File: src/rtl/patch_pkg.sv
// Shared definitions for the patch trigger controller:
// register selects, trigger FSM states and CTRL register bit positions.
package patch_pkg;

  localparam logic [2:0] REG_MASK   = 3'd0;
  localparam logic [2:0] REG_VAL    = 3'd1;
  localparam logic [2:0] REG_THRESH = 3'd2;
  localparam logic [2:0] REG_HOLD   = 3'd3;
  localparam logic [2:0] REG_OMASK  = 3'd4;
  localparam logic [2:0] REG_OVAL   = 3'd5;
  localparam logic [2:0] REG_CTRL   = 3'd6;
  localparam logic [2:0] REG_STATUS = 3'd7;

  localparam int CTRL_ARM   = 0;
  localparam int CTRL_CLEAR = 1;

  typedef enum logic [2:0] {
    IDLE    = 3'd0,
    ARMED   = 3'd1,
    FIRE    = 3'd2,
    HOLD_ST = 3'd3,
    STICKY  = 3'd4
  } state_e;

endpackage

File: src/rtl/patch_trigger_unit.sv
// One programmable trigger: config registers, match counter,
// hold counter and the FSM that produces its override enable.
module patch_trigger_unit
  import patch_pkg::*;
#(
  parameter int NUM_CTRL = 8,
  parameter int NUM_OBS  = 5,
  parameter int CNT_W    = 8
) (
  input  logic                clk_i,
  input  logic                rst_i,
  input  logic                we_i,
  input  logic [2:0]          sel_i,
  input  logic [31:0]         wdata_i,
  input  logic [NUM_OBS-1:0]  observe_i,
  output logic                active_o,
  output logic                sticky_o,
  output logic [NUM_CTRL-1:0] ovr_mask_o,
  output logic [NUM_CTRL-1:0] ovr_val_o,
  output logic [31:0]         rdata_o
);

  logic [NUM_OBS-1:0]  mmask_q, mmask_d;
  logic [NUM_OBS-1:0]  mval_q, mval_d;
  logic [CNT_W-1:0]    thr_q, thr_d;
  logic [CNT_W-1:0]    hcfg_q, hcfg_d;
  logic [NUM_CTRL-1:0] omask_q, omask_d;
  logic [NUM_CTRL-1:0] oval_q, oval_d;
  logic [CNT_W-1:0]    cnt_q, cnt_d;
  logic [CNT_W-1:0]    hold_q, hold_d;
  logic                sticky_q, sticky_d;
  state_e              state_q, state_d;

  logic             match;
  logic             arm;
  logic             clr;
  logic [CNT_W-1:0] thr_eff;
  logic [CNT_W-1:0] cnt_inc;
  logic             unused_wdata;

  assign unused_wdata = ^wdata_i;

  assign match   = (observe_i & mmask_q) == (mval_q & mmask_q);
  assign thr_eff = (thr_q == '0) ? CNT_W'(1) : thr_q;
  assign cnt_inc = cnt_q + CNT_W'(1);
  assign arm     = we_i && sel_i == REG_CTRL && wdata_i[CTRL_ARM];
  assign clr     = we_i && sel_i == REG_CTRL && wdata_i[CTRL_CLEAR];

  always_comb begin
    mmask_d  = mmask_q;
    mval_d   = mval_q;
    thr_d    = thr_q;
    hcfg_d   = hcfg_q;
    omask_d  = omask_q;
    oval_d   = oval_q;
    state_d  = state_q;
    cnt_d    = cnt_q;
    hold_d   = hold_q;
    sticky_d = sticky_q;
    if (we_i && state_q == IDLE) begin
      unique case (sel_i)
        REG_MASK:   mmask_d = wdata_i[NUM_OBS-1:0];
        REG_VAL:    mval_d  = wdata_i[NUM_OBS-1:0];
        REG_THRESH: thr_d   = wdata_i[CNT_W-1:0];
        REG_HOLD:   hcfg_d  = wdata_i[CNT_W-1:0];
        REG_OMASK:  omask_d = wdata_i[NUM_CTRL-1:0];
        REG_OVAL:   oval_d  = wdata_i[NUM_CTRL-1:0];
        default: ;
      endcase
    end
    unique case (state_q)
      IDLE: begin
        if (arm) begin
          state_d = ARMED;
          cnt_d   = '0;
        end
      end
      ARMED: begin
        if (!match) begin
          cnt_d = '0;
        end else if (cnt_inc == thr_eff) begin
          state_d = FIRE;
          cnt_d   = cnt_inc;
          hold_d  = hcfg_q;
        end else begin
          cnt_d = cnt_inc;
        end
      end
      // FIRE is the first override cycle, so it consumes one hold count
      FIRE: begin
        sticky_d = 1'b1;
        if (hcfg_q == '0) begin
          state_d = STICKY;
        end else if (hold_q == CNT_W'(1)) begin
          state_d = IDLE;
        end else begin
          state_d = HOLD_ST;
          hold_d  = hold_q - CNT_W'(1);
        end
      end
      HOLD_ST: begin
        if (hold_q <= CNT_W'(1)) begin
          state_d = IDLE;
        end else begin
          hold_d = hold_q - CNT_W'(1);
        end
      end
      STICKY: ;
      default: state_d = IDLE;
    endcase
    if (clr) begin
      state_d  = IDLE;
      cnt_d    = '0;
      hold_d   = '0;
      sticky_d = 1'b0;
    end
  end

  always_ff @(posedge clk_i or posedge rst_i) begin
    if (rst_i) begin
      mmask_q  <= '0;
      mval_q   <= '0;
      thr_q    <= '0;
      hcfg_q   <= '0;
      omask_q  <= '0;
      oval_q   <= '0;
      state_q  <= IDLE;
      cnt_q    <= '0;
      hold_q   <= '0;
      sticky_q <= 1'b0;
    end else begin
      mmask_q  <= mmask_d;
      mval_q   <= mval_d;
      thr_q    <= thr_d;
      hcfg_q   <= hcfg_d;
      omask_q  <= omask_d;
      oval_q   <= oval_d;
      state_q  <= state_d;
      cnt_q    <= cnt_d;
      hold_q   <= hold_d;
      sticky_q <= sticky_d;
    end
  end

  assign active_o   = state_q == FIRE || state_q == HOLD_ST || state_q == STICKY;
  assign sticky_o   = sticky_q;
  assign ovr_mask_o = omask_q;
  assign ovr_val_o  = oval_q;

  always_comb begin
    rdata_o = '0;
    unique case (sel_i)
      REG_MASK:   rdata_o = 32'(mmask_q);
      REG_VAL:    rdata_o = 32'(mval_q);
      REG_THRESH: rdata_o = 32'(thr_q);
      REG_HOLD:   rdata_o = 32'(hcfg_q);
      REG_OMASK:  rdata_o = 32'(omask_q);
      REG_OVAL:   rdata_o = 32'(oval_q);
      REG_STATUS: rdata_o = {15'd0, sticky_q, 8'(cnt_q), 5'd0, state_q};
      default:    rdata_o = '0;
    endcase
  end

endmodule

File: src/rtl/patch_trigger_ctrl.sv
// Patch controller top: config decode, read mux, priority merge of
// trigger overrides onto the control path, and the irq register.
module patch_trigger_ctrl
  import patch_pkg::*;
#(
  parameter int NUM_CTRL = 8,
  parameter int NUM_OBS  = 5,
  parameter int NUM_TRIG = 2,
  parameter int CNT_W    = 8
) (
  input  logic                          clk,
  input  logic                          rst,
  input  logic [NUM_OBS-1:0]            observe_port,
  input  logic [NUM_CTRL-1:0]           control_port_in,
  output logic [NUM_CTRL-1:0]           control_port_out,
  input  logic                          cfg_we,
  input  logic [2+$clog2(NUM_TRIG):0]   cfg_addr,
  input  logic [31:0]                   cfg_wdata,
  output logic [31:0]                   cfg_rdata,
  output logic [NUM_TRIG-1:0]           trig_fired,
  output logic                          irq
);

  logic [31:0]         idx;
  logic [2:0]          sel;
  logic [NUM_TRIG-1:0] active;
  logic [NUM_TRIG-1:0] sticky;
  logic [NUM_CTRL-1:0] omask [NUM_TRIG];
  logic [NUM_CTRL-1:0] oval  [NUM_TRIG];
  logic [31:0]         rd_u  [NUM_TRIG];
  logic                irq_q;

  assign sel = cfg_addr[2:0];

  generate
    if (NUM_TRIG > 1) begin : g_idx
      assign idx = 32'(cfg_addr[2+$clog2(NUM_TRIG):3]);
    end else begin : g_idx1
      assign idx = '0;
    end
  endgenerate

  for (genvar i = 0; i < NUM_TRIG; i++) begin : g_trig
    patch_trigger_unit #(
      .NUM_CTRL (NUM_CTRL),
      .NUM_OBS  (NUM_OBS),
      .CNT_W    (CNT_W)
    ) u_unit (
      .clk_i      (clk),
      .rst_i      (rst),
      .we_i       (cfg_we && idx == 32'(i)),
      .sel_i      (sel),
      .wdata_i    (cfg_wdata),
      .observe_i  (observe_port),
      .active_o   (active[i]),
      .sticky_o   (sticky[i]),
      .ovr_mask_o (omask[i]),
      .ovr_val_o  (oval[i]),
      .rdata_o    (rd_u[i])
    );
  end

  // Applied highest index first so the lowest active index lands last
  always_comb begin
    control_port_out = control_port_in;
    for (int i = NUM_TRIG - 1; i >= 0; i--) begin
      if (active[i]) begin
        control_port_out = (control_port_out & ~omask[i])
                         | (oval[i] & omask[i]);
      end
    end
  end

  always_comb begin
    cfg_rdata = '0;
    for (int i = 0; i < NUM_TRIG; i++) begin
      if (idx == 32'(i)) cfg_rdata = rd_u[i];
    end
  end

  always_ff @(posedge clk or posedge rst) begin
    if (rst) irq_q <= 1'b0;
    else     irq_q <= |sticky;
  end

  assign irq        = irq_q;
  assign trig_fired = active;

endmodule

File: config.mk
export PLATFORM = sky130hd
export DESIGN_NAME = patch_trigger_ctrl
export DESIGN_NICKNAME = d
export VERILOG_FILES = /design/src/rtl/patch_pkg.sv /design/src/rtl/patch_trigger_unit.sv /design/src/rtl/patch_trigger_ctrl.sv
export SDC_FILE = /design/constraint.sdc
export NUM_CORES = 1
export LEC_CHECK = 0
export CORE_MARGIN = 4
export CORE_UTILIZATION = 45
export DETAILED_ROUTE_END_ITERATION = 7
export GPL_ROUTABILITY_DRIVEN = 1
export PLACE_DENSITY = 0.64
export SLEW_MARGIN = 20
export SYNTH_ARGS = -nofsm -noshare
export SYNTH_HDL_FRONTEND = slang
export SYNTH_SLANG_ARGS = --single-unit
File: constraint.sdc
create_clock -name clk -period 6.26 [get_ports clk]
set_input_delay 1.565 -clock clk [delete_from_list [all_inputs] [get_ports clk]]
set_output_delay 1.565 -clock clk [all_outputs]
set_load 0.05 [all_outputs]
# [Word-level counts from Yosys, hierarchy flattened]
# Cells that the tools add are included.
[totals] output_inout_bits=43 regBits=125 word_cells=173
[op_classes] n_bitwise=12 mux=50 addsub=4 reduce_logical=47 order_cmp=2 n_eq_ne=37
[ops] operator="$pmux 17 s7" n=2
[ops] operator="$mux 8" n=22
[ops] operator="$mux 32" n=2
[ops] operator="$pmux 8 s3" n=2
[ops] operator="$mux 3" n=12
[ops] operator="$and 8x8->8" n=4
[ops] operator="$logic_not 32->1" n=1
[ops] operator="$logic_not 8->1" n=4
[ops] operator="$pmux 8 s2" n=2
[ops] operator="$pmux 3 s5" n=2
[ops] operator="$reduce_and 2->1" n=14
[ops] operator="$ne 3x1->1 const B" n=8
[ops] operator="$and 5x5->5" n=4
[ops] operator="$eq 3x2->1 const B" n=6
[ops] operator="$eq 3x3->1 const B" n=6
[ops] operator="$ne 3x2->1 const B" n=6
[ops] operator="$add 8x1->8 const B" n=2
[ops] operator="$eq 8x1->1 const B" n=2
[ops] operator="$eq 8x8->1" n=2
[ops] operator="$le 8x1->1 const B" n=2
[ops] operator="$not 8->8" n=2
[ops] operator="$or 8x8->8" n=2
[ops] operator="$sub 8x1->8 const B" n=2
[ops] operator="$reduce_and 6->1" n=2
[ops] operator="other kinds (13)" n=39

# [Depth between registers and ports, before layout]
# Gate-level depths: netlist of run 1.
[depth] word_depth=7 ltp_mapped=9

# [Modules after synthesis]
# Synthesis of run 1 repeated with hierarchy kept, for this count alone.
[unflattened] cells_unflattened=816 hier_area_um2=8349.3
[modules_own_cells] module="patch_trigger_unit (g_trig[0].u_unit)" cells_each=373 area_each_um2=3753.6 n_inst=1
[modules_own_cells] module="patch_trigger_unit (g_trig[1].u_unit)" cells_each=359 area_each_um2=3736.1 n_inst=1
[modules_own_cells] module="patch_trigger_ctrl" cells_each=84 area_each_um2=859.6 n_inst=1

# [Worst setup path after synthesis of run 1]
# OpenSTA, ideal clock, no wires.
[synth_path] path_kind="input port to output port" from="in cfg_addr[1]" to="out cfg_rdata[7]" cell_stages=7 setup_slack_ps=434 t_arrival_ps=4261 path_cell_list="buf_2 buf_1 clkbuf_1 clkbuf_1 o21ai_0 o21bai_1 a211oi_1"
[synth_via] elab_chain_len=4
[synth_lines] element="start: declaration" line="patch_trigger_ctrl.sv:17" text="input logic [2+$clog2(NUM_TRIG):0] cfg_addr,"
[synth_lines] element="$eq 3x3->1, or another cell as far along" line="patch_trigger_unit.sv:152" text="unique case (sel_i)"
[synth_lines] element="$pmux 17 s7" line="patch_trigger_unit.sv:152"
[synth_lines] element="$mux 32" line="patch_trigger_ctrl.sv:77" text="if (idx == 32'(i)) cfg_rdata = rd_u[i];"
[synth_lines] element="$mux 32 *" line="patch_trigger_ctrl.sv:77"
[synth_lines] element="end: declaration" line="patch_trigger_ctrl.sv:19" text="output logic [31:0] cfg_rdata,"
# Mark *: on every way between the ends. The rest lies on a longest branch, timed or not.

# [Worst setup path in the final report of run 1]
[layout_path] from="in cfg_addr[1]" to="out cfg_rdata[1]"
# Same word-level chain as after synthesis.

==> results of run 1 <==
-- critical path: stages --
cell                              delay, ns
sky130_fd_sc_hd__clkdlybuf4s50_1       0.64
sky130_fd_sc_hd__inv_2                 0.18
sky130_fd_sc_hd__nor2_1                0.41
sky130_fd_sc_hd__a221oi_1              0.17
sky130_fd_sc_hd__o21ai_0               0.33
sky130_fd_sc_hd__a21oi_1               0.09
sky130_fd_sc_hd__o22a_1                0.22
sky130_fd_sc_hd__a21oi_1               0.37
sky130_fd_sc_hd__buf_12                0.19
-- registers in the layout (all words and copies together), names as in the netlist --
name,cells
g_trig.u_unit.cnt_q,16
g_trig.u_unit.hcfg_q,16
g_trig.u_unit.hold_q,16
g_trig.u_unit.mmask_q,10
g_trig.u_unit.mval_q,10
g_trig.u_unit.ovr_mask_o,16
g_trig.u_unit.ovr_val_o,16
g_trig.u_unit.state_q,6
g_trig.u_unit.sticky_o,2
g_trig.u_unit.thr_q,16
irq,1
-- placed cells by master, fill, tap and decap left out, types with 6 or more instances in the layout --
master	Yosys	final
sky130_fd_sc_hd__a21oi_1	47	47
sky130_fd_sc_hd__conb_1	1	15
sky130_fd_sc_hd__ha_1	6	6
sky130_fd_sc_hd__inv_1	18	17
sky130_fd_sc_hd__a221oi_1	8	8
sky130_fd_sc_hd__dfrtp_1	125	125
sky130_fd_sc_hd__clkdlybuf4s50_1	0	37
sky130_fd_sc_hd__and3_1	7	7
sky130_fd_sc_hd__o21ai_0	46	46
sky130_fd_sc_hd__nand2b_1	9	9
sky130_fd_sc_hd__mux2i_1	38	38
sky130_fd_sc_hd__xnor2_1	10	10
sky130_fd_sc_hd__nor4_1	11	11
sky130_fd_sc_hd__nand3_1	23	23
sky130_fd_sc_hd__or4_1	7	7
sky130_fd_sc_hd__nor2b_1	6	6
sky130_fd_sc_hd__nand2_1	65	65
sky130_fd_sc_hd__buf_12	0	8
sky130_fd_sc_hd__a211oi_1	6	6
sky130_fd_sc_hd__o2bb2ai_1	6	6
sky130_fd_sc_hd__nor2_1	89	89
sky130_fd_sc_hd__buf_4	17	20
sky130_fd_sc_hd__mux2_2	93	93
sky130_fd_sc_hd__xor2_1	16	16
sky130_fd_sc_hd__clkbuf_16	0	17
sky130_fd_sc_hd__nor3_1	13	13
sky130_fd_sc_hd__o31ai_1	11	11
-- worst paths after layout --
check                                           start                         end
setup / recovery                          cfg_addr[1]                cfg_rdata[1]
hold / removal             g_trig[1].u_unit.hold_q[7]  g_trig[1].u_unit.hold_q[7]
setup reg to reg            g_trig[0].u_unit.cnt_q[0]  g_trig[0].u_unit.hold_q[7]
hold reg to reg            g_trig[1].u_unit.hold_q[7]  g_trig[1].u_unit.hold_q[7]
max in group asynchronous                         rst   g_trig[1].u_unit.thr_q[3]
min in group asynchronous                         rst  g_trig[0].u_unit.hold_q[4]
-- report_power, final --
part           internal [W]  total (W)  switching (W)
Sequential          0.00112    0.00153       0.000406
Clock              0.000509   0.000902       0.000392
Combinational      0.000782    0.00176       0.000974
Total               0.00241    0.00419        0.00177
-- logic make-up after synthesis --
kind of cell | synth area share, %
compound gates | 15.4
mux | 19.0
other cells | 0.0485
simple gates | 16.3
fa+ha+maj | 0.971
flops | 40.5
xor+xnor | 2.94
buf+inv | 4.87
-- cell type report --
type | count | area, um^2 | share of cell area [%]
tap | 220 | 275 | 3.06
multi-input combinational | 621 | 4280 | 47.7
inverter | 19 | 73.8 | 0.822
clock inverter | 15 | 114 | 1.27
clock buffer | 17 | 425 | 4.74
sequential | 125 | 3130 | 34.8
timing repair buffer | 66 | 686 | 7.63
-- per-stage QoR --
step	instances	util, %	area, um^2	hold WS, ns
final	1083	53.8	8980	0.487
after global routing	1083	53.8	8980	0.506
after detailed placement	1051	50.6	8440	0.474
after global placement	1051	50.6	8440	0.467
after CTS	1083	53.8	8980	0.489
after floorplan	824	-	7780	0.448
-- routing by layer --
metal | track usage [%] | share of wire (%) | vias to the layer above
met1 | 31.3 | 45 | 3216
met3 | 4.14 | 6.3 | 41
met2 | 35.2 | 47 | 295
li1 | - | - | 3003
met4 | 7.31 | 2.3 | 0
met5 | 0 | 0 | -
==> run summary, run 1 <==
Counting flops with a built-in enable in the synthesized netlist gives 0. The biggest area contributor in the post-synthesis netlist is sky130_fd_sc_hd__dfrtp_1. The depth of the worst hold-timing path came out at 1.

The placeable core area is about 0.017 mm^2. The post-synthesis async set-or-reset flop share came out at 100%. The maximum clock frequency is 174 MHz. The site row count is between 40 and 50. The number of distinct library cells after synthesis is 71. The number of clock buffers added by TritonCTS is 17. The count of fill cells added during filler insertion is ~1500. The post-CTS clock slew at the launch and capture registers of the worst setup and hold paths came out at ~0.06 ns. After synthesis the netlist holds a flip-flop and latch count of between 100 and 150. The final critical path takes up between 90 and 100% of the cycle. The number of global-route vias before repair is 6404.

The maximum resistive drop on vdd came out at approximately 0.22 mV. The worst-case reg-to-reg path depth came out at 8. The areal power density over the cells came out at between 400 and 500 mW/mm^2. Max-cap violations in this run came to 0. The number of pins exceeding their max-slew limit in the final report came out at 0. Setup repair after global routing left no endpoint under its margin.

The critical path is of the in -> out type. The count of hold buffers inserted by post-cts repair came out at 0. The number of antenna diodes in the final layout is 0.

The residual antenna-violating net count after detailed routing came out at 0. The final count of negative-setup-slack endpoints is 0. STA puts the critical path data arrival time at roughly 4.2 ns. The biggest fanout along the worst timing path is 10. The critical path data required time is about 4.7 ns. Across every metal layer, demand over resource in global routing totals approximately 22%. The final routed wirelength across all metal layers is around 22000 um. The number of hold violations in the final report was 0. The detailed router placed roughly 6600 vias in this run. The setup slack after placement came out at 0.665 ns. The number of antenna violations at the first check in global routing is 0. The die width came out at ~140 um.

The number of design-rule violations left by the first detailed-router iteration came out at between 700 and 800. The deepest level of the CTS H-tree is 4. In the routed design, unresolved DRC markers number 0. Summed over all layers, the global routing overflow is 0. The worst-case headroom to the max-slew limit is between 20 and 30%.

After routing, the total negative slack on setup checks comes to 0 ns. The buffers inserted during post-CTS setup optimization came out at 0. The I/O pin count came out at between 90 and 100. The largest net degree at the start of global routing is 71. After detailed routing, the average wire length per cell comes to between 20 and 25 um.

The post-synthesis sequential area ratio came out at 40.5%. The number of sinks driven by the clock tree came out at 125. The worst-case setup margin in the final layout is roughly 0.51 ns.

The share of Yosys cell area claimed by the top area cell type came out at just over 40%. The total standard cell area after synthesis is a little under 0.008 mm^2. The later-pin clock latency in the skew report is ~0.42 ns. Once detailed placement completed, the half-perimeter wirelength came to 15600 um. The clock root buffer master is sky130_fd_sc_hd__clkbuf_16.

The post-synthesis instance total is between 800 and 900. The count of input and output buffers is 55. The worst reg-to-reg setup slack came out at roughly 3.1 ns. The run finished with clean final reports.

The layout overhead on the synthesized area is 16.2%. The average cell area after synthesis came out at around 9.5 um^2. The pre-antenna-repair detailed-routing pass consisted of 5 iterations. The first global-routing pass estimated around 35000 um of wire. The proportion of layout cells with a drive suffix above 1 is roughly a fifth. Subtracting the final worst setup slack from the clock period gives ~5.7 ns.

The die height is 139 um. The die covers slightly below 0.02 mm^2. The static leakage is 3.93 nW. In this run, post-CTS repair resized a total of 0 instances. The worst setup path is launched from a primary input. The Yosys step of the flow raised 0 warnings.

Among all flip-flop cells after synthesis, the most frequent one is sky130_fd_sc_hd__dfrtp_1. The initial utilization of the core area, before any placement, comes to 46.3%. Sorting the synthesized cells by how often they occur yields sky130_fd_sc_hd__dfrtp_1 (125), sky130_fd_sc_hd__mux2_2 (93), sky130_fd_sc_hd__nor2_1 (89). The number of nets in the finished design came out at 908. The buffer levels on the longest clock path is 2. The final worst clock skew is between 0.009 and 0.01 ns. Ranked by total cell area, the synthesized netlist is headed by sky130_fd_sc_hd__dfrtp_1 (40%), sky130_fd_sc_hd__mux2_2 (14%), sky130_fd_sc_hd__mux2i_1 (4.9%). After detailed routing, the number of vias per cell comes to between 6 and 7. TritonCTS built the clock tree. The final weighted congestion in routability-driven placement came out at 0.956. At the pin with the least slew margin, the transition time is between 1 and 1.5 ns.

The category of the worst setup path capture point is an output pin. Yosys instantiated no cell more often than sky130_fd_sc_hd__dfrtp_1. The total power draw is ~0.0042 W. The worst hold path belongs to the class reg -> reg.
(Power assumes the default switching activity.)
==> run 2, diff against run 1 <==
- SLEW_MARGIN: 20 -> 25
==> run 2 against run 1 <==
Worst hold slack about the same. Combinational power about the same. Via count up 0.34%. Fmax down 0.52%. Worst setup slack worse by 0.030 ns. Clock-buffer cell count unchanged. First-iteration DRC count down 4.4%. Clock skew about the same. Wire length about the same. Core utilization up 0.052 points.
==> run summary, run 2 (same netlist as run 1, synthesis figures left out) <==
The overflow left after global routing is 0 (unchanged). The layout overhead on the synthesized area came out at 16.3% (was 16.2%). The post-CTS clock slew at the launch and capture registers of the worst setup and hold paths is 0.06 ns (about the same). The I/O pin count came out at 95 (unchanged). The leading cell type in the layout, fill and taps excluded was sky130_fd_sc_hd__dfrtp_1 (unchanged). The worst hold-check path type was reg -> reg (unchanged). The later-pin clock latency in the skew report came out at 0.42 ns (about the same). The number of global-route vias before repair is 6404 (unchanged). The global-route usage over all layers came out at 22.4% (unchanged). The total die area is 0.0193 mm^2 (unchanged). The static leakage is 3.94 nW (was 3.93 nW). The post-placement cell count came out at 1051 (unchanged).

The number of gates resized after cts is 0 (unchanged). The buffer and inverter count on the worst path is 3 (unchanged). The depth of the worst hold-timing path is 1 (unchanged). The category of the worst setup path capture point was an output pin (unchanged). The cell with the largest stage delay on the worst path was sky130_fd_sc_hd__clkdlybuf4s50_1 (unchanged). The deepest level of the CTS H-tree came out at 4 (unchanged). The total non-filler cell area in the finished layout is 0.00899 mm^2 (was 0.00898 mm^2). The number of hold violations in the final report came out at 0 (unchanged). The areal power density over the cells is 466 mW/mm^2 (about the same).

Commonest cells after routing, fill and taps aside: sky130_fd_sc_hd__dfrtp_1 (125), sky130_fd_sc_hd__mux2_2 (93), sky130_fd_sc_hd__nor2_1 (89) (unchanged). The die width came out at 139 um (unchanged). The proportion of layout cells with a drive suffix above 1 is 20.3% (unchanged). The detailed-placement wirelength estimate is 15600 um (unchanged). The via count normalized by instance count came out at 6.07 (was 6.05). The clock root buffer master is sky130_fd_sc_hd__clkbuf_16 (unchanged). The post-route minimum period was 5.78 ns (was 5.75 ns). The area after detailed placement came out at 0.00844 mm^2 (unchanged). The number of design-rule violations left by the first detailed-router iteration came out at 699 (was 731).

The buffers inserted during post-CTS setup optimization is 0 (unchanged). The count of hold buffers inserted by post-cts repair came to 0 (unchanged). Ordered list of cells on the worst path: clkdlybuf4s50_1, inv_2, nor2_1, a221oi_1, o21ai_0, a21oi_1, o22a_1, a21oi_1, buf_12 (unchanged). The arrival time reported for the critical path endpoint was 4.21 ns (was 4.18 ns). The critical path class is in -> out (unchanged). The count of TritonRoute iterations in the first routing pass was 5 (unchanged). The placeable core area came out at 0.0167 mm^2 (unchanged). The cell repeated most along the worst path is sky130_fd_sc_hd__a21oi_1 (unchanged).

The total via count in the routed design is 6577 (was 6555). The worst-case headroom to the max-slew limit is 35.2% (was 28.8%). The final routed wirelength across all metal layers came out at 21800 um (was 21700 um). The final sum of negative setup slack is 0 ns (unchanged). The CTS tree is built (unchanged).

The total CTS buffers was 17 (unchanged). The first-pass GRT wire length came out at 34900 um (unchanged). The number of nets in the finished design is 908 (unchanged). The detail-routed net length per standard cell came out at 20.1 um (about the same). The count of input and output buffers came to 55 (unchanged). The residual DRC count was 0 (unchanged). The biggest fanout along the worst timing path is 10 (unchanged).

The final weighted congestion in routability-driven placement is 0.956 (unchanged). The residual antenna-violating net count after detailed routing came out at 0 (unchanged). The maximum single-stage delay on the critical path came to 0.67 ns (was 0.64 ns). The transition time of the tightest slew-check pin came out at 0.966 ns (was 1.06 ns). The final count of negative-setup-slack endpoints came out at 0 (unchanged). The number of sinks driven by the clock tree is 125 (unchanged). Unrepaired setup endpoints after global routing: false (unchanged). The startpoint kind of the worst setup timing path is a primary input (unchanged). The critical path data required time is 4.70 ns (about the same). The buffer levels on the longest clock path was 2 (unchanged). The largest net degree at the start of global routing is 71 (unchanged). The post-route fraction of the period consumed by the critical path is 92.3% (was 91.8%). The antenna diode count came out at 0 (unchanged).

The number of antenna violations at the first check in global routing came out at 0 (unchanged). The kind of cell with the highest combined delay on the critical path is compound AO/OA/AOI/OAI gates (unchanged). The initial core utilization came out at 46.3% (unchanged). Result of the run: finished clean (unchanged). The final worst clock skew came out at 0.0103 ns (was 0.00993 ns). The worst-case reg-to-reg path depth is 8 (unchanged).

The number of pins exceeding their max-slew limit in the final report is 0 (unchanged). The number of logic stages on the critical path including buffering is 9 (unchanged). The maximum resistive drop on vdd was 0.222 mV (was 0.223 mV). The maximum clock frequency is 173 MHz (was 174 MHz). The die height is 139 um (unchanged). The site row count came out at 47 (unchanged). The count of placed standard cells in the final layout, fillers left out is 1083 (unchanged). The max-cap violation count is 0 (unchanged).
[run 2: cell types whose count changed in the layout (fill, tap and decap cells not counted)]
cell,before,now
sky130_fd_sc_hd__nor4_2,3,2
sky130_fd_sc_hd__nor4_4,0,1
[run 2: final timing paths]
path	from	endpoint	slack, ns
max in group asynchronous	rst	g_trig[1].u_unit.thr_q[3]	3.60
min in group asynchronous	rst	g_trig[0].u_unit.hold_q[4]	1.68
max	cfg_addr[1]	cfg_rdata[1]	0.48
max reg2reg	g_trig[0].u_unit.cnt_q[0]	g_trig[0].u_unit.hold_q[7]	3.10
min	g_trig[1].u_unit.hold_q[7]	g_trig[1].u_unit.hold_q[7]	0.49
min reg2reg	g_trig[1].u_unit.hold_q[7]	g_trig[1].u_unit.hold_q[7]	0.49
[run 2: metrics by stage]
| stage | power, W | utilization, % | worst slack (ns) | hold WS [ns] |
|---|---|---|---|---|
| after CTS | 0.00418 | 53.8 | 0.645 | 0.489 |
| final | 0.00419 | 53.8 | 0.482 | 0.487 |
| after global routing | 0.00445 | 53.8 | 0.401 | 0.506 |
| after global placement | 0.00321 | 50.6 | 0.728 | 0.467 |
| after floorplan | 0.00277 | - | 0.434 | 0.448 |
| after detailed placement | 0.00328 | 50.6 | 0.665 | 0.474 |
[run 2: cell type report]
type                       instances  area (um^2)
timing repair buffer              66          686
sequential                       125         3130
tap                              220          275
clock inverter                    15          114
multi-input combinational        621         4290
clock buffer                      17          425
inverter                          19         73.8
fill                            1493         7710
[run 2: routing by layer]
| layer | global-route usage, % | wire, um | vias to the layer above |
|---|---|---|---|
| met3 | 4.14 | 1370 | 43 |
| met4 | 7.31 | 472 | 0 |
| met5 | 0 | 0 | - |
| met2 | 35.2 | 10200 | 296 |
| met1 | 31.3 | 9730 | 3238 |
| li1 | - | - | 3000 |
[run 2: report_power, final]
| part | total (W) | switching (W) | internal (W) |
|---|---|---|---|
| sequential | 0.00153 | 0.000408 | 0.00112 |
| clock | 0.000899 | 0.000390 | 0.000509 |
| combinational | 0.00176 | 0.000977 | 0.000782 |
